$ cat config.mk
export PLATFORM = sky130hd
export DESIGN_NAME = trap_ctrl
export DESIGN_NICKNAME = d
export VERILOG_FILES = /design/src/rtl/trap_ctrl.sv
export SDC_FILE = /design/constraint.sdc
export NUM_CORES = 1
export LEC_CHECK = 0
export CAP_MARGIN = 20
export CORE_MARGIN = 2
export CORE_UTILIZATION = 32
export CTS_CLUSTER_DIAMETER = 200
export CTS_CLUSTER_SIZE = 20
export DETAILED_ROUTE_END_ITERATION = 6
export GPL_TIMING_DRIVEN = 0
export HOLD_SLACK_MARGIN = 0.02
export PLACE_DENSITY = 0.75
export SETUP_SLACK_MARGIN = 0.15
export SLEW_MARGIN = 40
export SYNTH_ARGS = -nofsm -noshare
export SYNTH_HDL_FRONTEND = slang
export SYNTH_SLANG_ARGS = --single-unit
$ cat constraint.sdc
create_clock -name clk -period 1.61 [get_ports clk]
set_clock_uncertainty 0.05 [all_clocks]
set_input_delay 0.483 -clock clk [delete_from_list [all_inputs] [get_ports clk]]
set_output_delay 0.483 -clock clk [all_outputs]
set_load 0.05 [all_outputs]
$ cat src/rtl/trap_ctrl.sv
// trap_ctrl: trap/interrupt sequencer with level/edge pending bits and a drain/take/flush FSM.
// Optional TRAP_CTRL_NMI_EN adds a rising-edge NMI with top priority.
module trap_ctrl #(
    parameter int NUM_IRQ = 8,
    parameter int CAUSE_W = 6,
    parameter logic [NUM_IRQ-1:0] IRQ_EDGE = '0
) (
    input  logic               clk,
    input  logic               rst,
    input  logic [NUM_IRQ-1:0] irq_in,
    input  logic [NUM_IRQ-1:0] irq_en,
    input  logic [NUM_IRQ-1:0] irq_clr,
    input  logic               ei,
    input  logic               inst_valid,
    input  logic               stall,
    input  logic               exc_sync,
    input  logic [CAUSE_W-1:0] exc_sync_cause,
    input  logic               sret,
`ifdef TRAP_CTRL_NMI_EN
    input  logic               nmi,
    input  logic [CAUSE_W-1:0] nmi_cause,
`endif
    output logic [NUM_IRQ-1:0] ip,
    output logic               busy,
    output logic               trap_take,
    output logic [CAUSE_W-1:0] trap_cause,
    output logic               trap_is_irq,
    output logic               sret_take
);
    typedef enum logic [1:0] {IDLE, DRAIN, TAKE, FLUSH} state_t;
    state_t r_state, w_state_nxt;
    logic [NUM_IRQ-1:0] r_ip, r_prev, w_ip_nxt, w_masked, w_take_clr;
    logic [CAUSE_W-1:0] r_cause, w_irq_cause, w_cause_sel;
    logic r_is_irq, r_sret_take, w_irq_pend, w_evt, w_sret_evt, w_irq_sel, w_capture, w_take_irq;
`ifdef TRAP_CTRL_NMI_EN
    logic r_nmi_prev, r_nmi_pend, r_is_nmi;
    assign w_take_irq = (r_state == TAKE) & r_is_irq & ~r_is_nmi;
    assign w_evt      = inst_valid & (r_nmi_pend | w_irq_pend | exc_sync);
`else
    assign w_take_irq = (r_state == TAKE) & r_is_irq;
    assign w_evt      = inst_valid & (w_irq_pend | exc_sync);
`endif
    assign w_masked   = r_ip & irq_en;
    assign w_irq_pend = ei & |w_masked;
    assign w_sret_evt = inst_valid & sret & ~stall & ~w_evt;
    assign w_capture  = (r_state == IDLE) & w_evt;
    // lowest set index wins, so scan from the top down
    always_comb begin
        w_irq_cause = '0;
        for (int i = NUM_IRQ - 1; i >= 0; i--)
            if (w_masked[i]) w_irq_cause = CAUSE_W'(i);
    end
    always_comb begin
        w_take_clr = '0;
        w_ip_nxt   = '0;
        for (int i = 0; i < NUM_IRQ; i++) begin
            w_take_clr[i] = w_take_irq & (r_cause == CAUSE_W'(i));
            w_ip_nxt[i]   = IRQ_EDGE[i] ? ((irq_in[i] & ~r_prev[i]) | (r_ip[i] & ~irq_clr[i] & ~w_take_clr[i]))
                                        : irq_in[i];
        end
    end
    always_comb begin
        w_cause_sel = w_irq_pend ? w_irq_cause : exc_sync_cause;
        w_irq_sel   = w_irq_pend;
`ifdef TRAP_CTRL_NMI_EN
        if (r_nmi_pend) begin
            w_cause_sel = nmi_cause;
            w_irq_sel   = 1'b1;
        end
`endif
    end
    always_comb begin
        w_state_nxt = r_state;
        case (r_state)
            IDLE:    w_state_nxt = w_evt ? (stall ? DRAIN : TAKE) : (w_sret_evt ? FLUSH : IDLE);
            DRAIN:   w_state_nxt = stall ? DRAIN : TAKE;
            TAKE:    w_state_nxt = FLUSH;
            default: w_state_nxt = IDLE;
        endcase
    end
    always_ff @(posedge clk or negedge rst) begin
        if (!rst) begin
            r_state     <= IDLE;
            r_ip        <= '0;
            r_prev      <= '0;
            r_cause     <= '0;
            r_is_irq    <= 1'b0;
            r_sret_take <= 1'b0;
        end else begin
            r_state     <= w_state_nxt;
            r_ip        <= w_ip_nxt;
            r_prev      <= irq_in;
            r_sret_take <= (r_state == IDLE) & w_sret_evt;
            if (w_capture) begin
                r_cause  <= w_cause_sel;
                r_is_irq <= w_irq_sel;
            end
        end
    end
`ifdef TRAP_CTRL_NMI_EN
    always_ff @(posedge clk or negedge rst) begin
        if (!rst) begin
            r_nmi_prev <= 1'b0;
            r_nmi_pend <= 1'b0;
            r_is_nmi   <= 1'b0;
        end else begin
            r_nmi_prev <= nmi;
            r_nmi_pend <= (nmi & ~r_nmi_prev) | (r_nmi_pend & ~((r_state == TAKE) & r_is_nmi));
            if (w_capture) r_is_nmi <= r_nmi_pend;
        end
    end
`endif
    assign ip          = r_ip;
    assign busy        = (r_state != IDLE);
    assign trap_take   = (r_state == TAKE);
    assign trap_cause  = r_cause;
    assign trap_is_irq = r_is_irq;
    assign sret_take   = r_sret_take;
endmodule
Yosys cells after proc, flatten, opt, wreduce, memory -nomap -nowiden
Cells that the tools add are included.
{"block": "totals", "register_bits": 18, "wordCells": 34, "ramBits": 0, "latchBits": 0, "in_bits": 37, "output_inout_bits": 18, "mem_bits_ro": 0, "mem_count": 0}
{"block": "op_classes", "mul": 0, "n_shift": 0, "eq_ne": 2, "magnitude_cmp": 0, "reduce_logical": 3, "n_mux": 13, "addsub": 0, "bitwise_logic": 11, "n_div": 0}
{"op": "$mux 6", "count": 7}
{"op": "$and 8x8->8", "count": 1}
{"op": "$reduce_or 8->1", "count": 1}
{"op": "$and 1x1->1", "count": 7}
{"op": "$mux 2", "count": 3}
{"op": "$mux 3", "count": 2}
{"op": "$pmux 2 s3", "count": 1}
{"op": "$eq 2x1->1 const B", "count": 1}
{"op": "$eq 2x2->1 const B", "count": 1}
{"op": "$logic_not 2->1", "count": 1}
{"op": "$not 1->1", "count": 2}
{"op": "$reduce_bool 2->1", "count": 1}
{"op": "$or 1x1->1", "count": 1}

Longest topological paths before layout
{"block": "logic_depth", "depth_word": 10, "ltp_mapped": 5, "mapped_depth_nobuf": 5}

Worst setup path before layout
No wires, ideal clock.
{"block": "synth_timing", "kind": "register -> register", "startpoint": "register r_ip[4], in the netlist ip[4]", "endpoint": "register r_cause[2], in the netlist trap_cause[2]", "synth_period_minus_slack_ps": 1915, "path_stages_with_launch": 6, "setup_time_ps": 125, "n_path_buf": 0, "setup_slack_ps": -305, "arrival_time_ps": 1740, "required_time_ps": 1435, "cell_sequence": "dfrtp_1 -> a22oi_2 -> a41oi_4 -> or2_4 -> nand3_4 -> mux2_4"}
{"block": "synth_via", "elab_chain_cells": 7, "word_cells_on_any_way": 12, "cone_classes": "mux (6); bitwise (5); reduce/logical (1)"}
{"item": "from (decl)", "line": "32", "source": "logic [NUM_IRQ-1:0] r_ip, r_prev, w_ip_nxt, w_masked, w_take_clr;"}
{"item": "from (signal assigned)", "line": "91", "source": "r_ip <= w_ip_nxt;"}
{"item": "$and 8x8->8 (*)", "line": "43", "source": "assign w_masked = r_ip & irq_en;"}
{"item": "$mux 6 (5 in series)", "line": "51", "source": "if (w_masked[i]) w_irq_cause = CAUSE_W'(i);"}
{"item": "$mux 6", "line": "63", "source": "w_cause_sel = w_irq_pend ? w_irq_cause : exc_sync_cause;"}
{"item": "to (signal assigned)", "line": "95", "source": "r_cause <= w_cause_sel;"}
{"item": "to (decl)", "line": "33", "source": "logic [CAUSE_W-1:0] r_cause, w_irq_cause, w_cause_sel;"}
Every way passes the cells marked *; elsewhere a longest branch is shown, timed or not.
A chain may end at the register's enable or synchronous reset.

Final worst setup path
{"block": "layout_timing", "startpoint": "input port irq_en[4]", "endpoint": "register r_cause[2], in the netlist trap_cause[2]"}
{"block": "layout_via", "elab_chain_cells": 7, "word_cells_on_any_way": 12, "cone_classes": "mux (6); bitwise (5); reduce/logical (1)"}
{"item": "from (decl)", "line": "11", "source": "input logic [NUM_IRQ-1:0] irq_en,"}
{"item": "$and 8x8->8 (*)", "line": "43"}
{"item": "$mux 6 (5 in series)", "line": "51"}
{"item": "$mux 6", "line": "63"}
Marks and branches as above.

==> impl_results.md <==
* Mapped Area at 851 µm²
* Fin nets at 176
* Max cap viols at 0
* Drt initial violations at 4
* Die Footprint at 0.00309 mm²
* Pre-CTS WS at -0.718 ns
* Synthesis-stage register bit count at 18
* Hold WS at 0.0437 ns
* Critical Path AT at 1.84 ns
* # diodes at 0
* RD Place Congestion at 0.830
* DRC at 0
* RSZ-0062 raised after global routing: yes
* Int Power at 1220 µW
* Post-detailed-routing wire length at 2380 µm
* Final Cycle Share at 106%
* Via count of the first global-routing pass at 859
* Initial cell density of the core at 34.0%
* Non-Filler Instances at 168
* PortBufs at 45
* Clk buf depth at 2
* Final hold vios at 0
* Antenna violations before repair at 0
* Syn nets at 111
* Clk pin slew, worst setup/hold paths at 0.10 ns
* Core ar. at 0.00250 mm²
* Synth warnings at 0
* Switching pwr at 977 µW
* Final Critical Period at 1.70 ns
* Post-DP HPWL at 1720 µm
* Commonest non-fill, non-tap cell in the layout: buf_4
* Boundary pin count at 55
* Syn_area_per_cell at 11.5 µm²
* Routed Antenna Nets at 0
* Post-Synth Simple-Gate Area at 14.0%
* Layout cells sized above 1 at 45.7%
* Post-Syn Instances at 74
* # clock sinks at 18
* Mean number of vias per cell at 5.01
* Net switching fraction of the power at 44.5%
* Leak at 0.000708 µW
* Post-cts hold buffer count at 0
* Worst skew pair latency at 0.29 ns
* Sequential share of power at 31.6%
* Final Util at 60.9%
* Area Growth Syn to Fin at 79.0%
* Failing checks: negative setup slack
* Worst vdd ir at 1.16 mV
* HP Class: input port to async pin
* Total GRT Usage at 16.2%
* DIE WIDTH at 55.6 µm
* Largest family of logic cells by synthesized area: compound AO/OA/AOI/OAI gates
* XOR/XNOR Fraction of Synth Area at 0%
* Post-Place Cells at 149
* Wire per inst at 14.1 µm
* Combinational Power Share at 57.7%
* DRT Pass-1 Iters at 5
* Pwr per Cell Area at 1440 mW/mm²
* Die extent in y at 55.6 µm
* DR vias at 842
* Crit path max fanout at 3
* Max H-tree Level at 1
* Critical Path Sink Type: flop
* Clock power frac at 10.7%
* Pins Over Slew Limit at 0
* Setup violations, final at 4
* Status: finished, violations left
* Setup WS post-layout at -0.0899 ns
* GRT overflow at 0
* CTS tree: yes
* Setup TNS at -0.253 ns
* CTS buffer count at 3
* FMAX at 588 MHz
* Compound-cell area share of the yosys netlist at 26.5%
* Clock root cell: clkbuf_4
* Post-synthesis sequential area ratio at 52.9%
* Post-synth cell types at 23
* Setup Crit Path Kind: input port to flop
* First-pass GRT wire length at 3930 µm
* Largest net degree at the start of global routing at 19
* Setup crit start kind: input port
* # rows at 18
* Slew @ Worst Pin at 0.392 ns
* Most frequent cells in the layout: buf_4 (18), clkdlybuf4s50_1 (17), dlygate4sd2_1 (9), dfrtp_2 (9), dfrtp_1 (9)
* WP data required at 1.75 ns
* Relative slew slack at 73.8%
* Synth Area in Adders at 0%
* Mux cell area share after synthesis at 3.53%
-- final cells by class --
class	count	area, µm²
inverter	6	22.5
sequential	18	462
clock buffer	4	26.3
timing repair buffer	60	561
multi-input combinational	49	410
tap	30	37.5
buffer	1	3.75
fill	222	977
-- flip-flops by register name (all words and copies together) (netlist names) --
| name | count |
|---|---|
| ip | 8 |
| r_state | 2 |
| sret_take | 1 |
| trap_cause | 6 |
| trap_is_irq | 1 |
-- cell usage after synthesis --
master | instances | area [µm²]
dfrtp_1 | 18 | 450
a21oi_1 | 9 | 45.0
nand2_1 | 8 | 30.0
inv_1 | 6 | 22.5
nor2_1 | 5 | 18.8
a22o_1 | 4 | 35.0
o21ai_0 | 3 | 15.0
a22oi_2 | 2 | 25.0
a22oi_4 | 2 | 42.5
a32o_1 | 2 | 20.0
mux2_4 | 2 | 30.0
or2b_1 | 2 | 15.0
a311oi_1 | 1 | 8.76
a31oi_1 | 1 | 6.26
a41oi_4 | 1 | 27.5
clkbuf_1 | 1 | 3.75
nand3_1 | 1 | 5.00
nand3_4 | 1 | 17.5
nor2b_1 | 1 | 6.26
nor3_1 | 1 | 5.00
nor4_1 | 1 | 6.26
or2_4 | 1 | 8.76
or3_1 | 1 | 6.26
-- cell families after synthesis --
group,after synthesis
buffers and inverters,7
AO/OA/AOI/OAI,25
multiplexers,2
flip-flops,18
AND/OR/NAND/NOR,22
-- worst max-delay path: stages --
cell and delay [ns]:
dlygate4sd2_1 0.25, a22oi_2 0.27, a41oi_4 0.14, or2_4 0.28
nand3_4 0.10, mux2_4 0.30
-- metal layers --
layer	vias up	wire length [µm]	global-route usage (%)
li1	394	-	-
met1	406	849	17.9
met2	34	1330	29.6
met3	8	119	2.34
met4	0	74	8.71
met5	-	0	0
-- final timing paths --
check,startpoint,endpoint,slack (ns),cells after the start
setup / recovery,irq_en[4],trap_cause[2]$_DFFE_PN0P_,-0.09,6
hold / removal,rst,ip[4]$_DFF_PN0_,0.04,1
setup reg to reg,ip[5]$_DFF_PN0_,trap_cause[2]$_DFFE_PN0P_,-0.06,5
hold reg to reg,trap_is_irq$_DFFE_PN0P_,trap_is_irq$_DFFE_PN0P_,0.46,1
max in group asynchronous,rst,r_state[0]$_DFF_PN0_,1.16,1
min in group clk,trap_is_irq$_DFFE_PN0P_,trap_is_irq$_DFFE_PN0P_,0.46,1
-- power by group through the flow --
stage,sequential [µW],clock [µW],combinational [µW]
final,695,235,1270
after global routing,712,275,1330
after CTS,688,253,1180
after detailed placement,680,0,1090
after global placement,676,0,1070
after floorplan,1010,0,370
-- per-stage QoR --
stage	power, µW	cell area (µm²)
after floorplan	1380	866
after global placement	1750	1350
after detailed placement	1770	1350
after CTS	2120	1460
after global routing	2310	1520
final	2200	1520
-- timing repair --
action                     4_1_cts  5_1_grt
pin swaps                       12        3
resized for setup              131       12
setup buffers                   10        5
setup endpoints to repair       28       25
No activity file was read; power rests on OpenSTA's default activity.
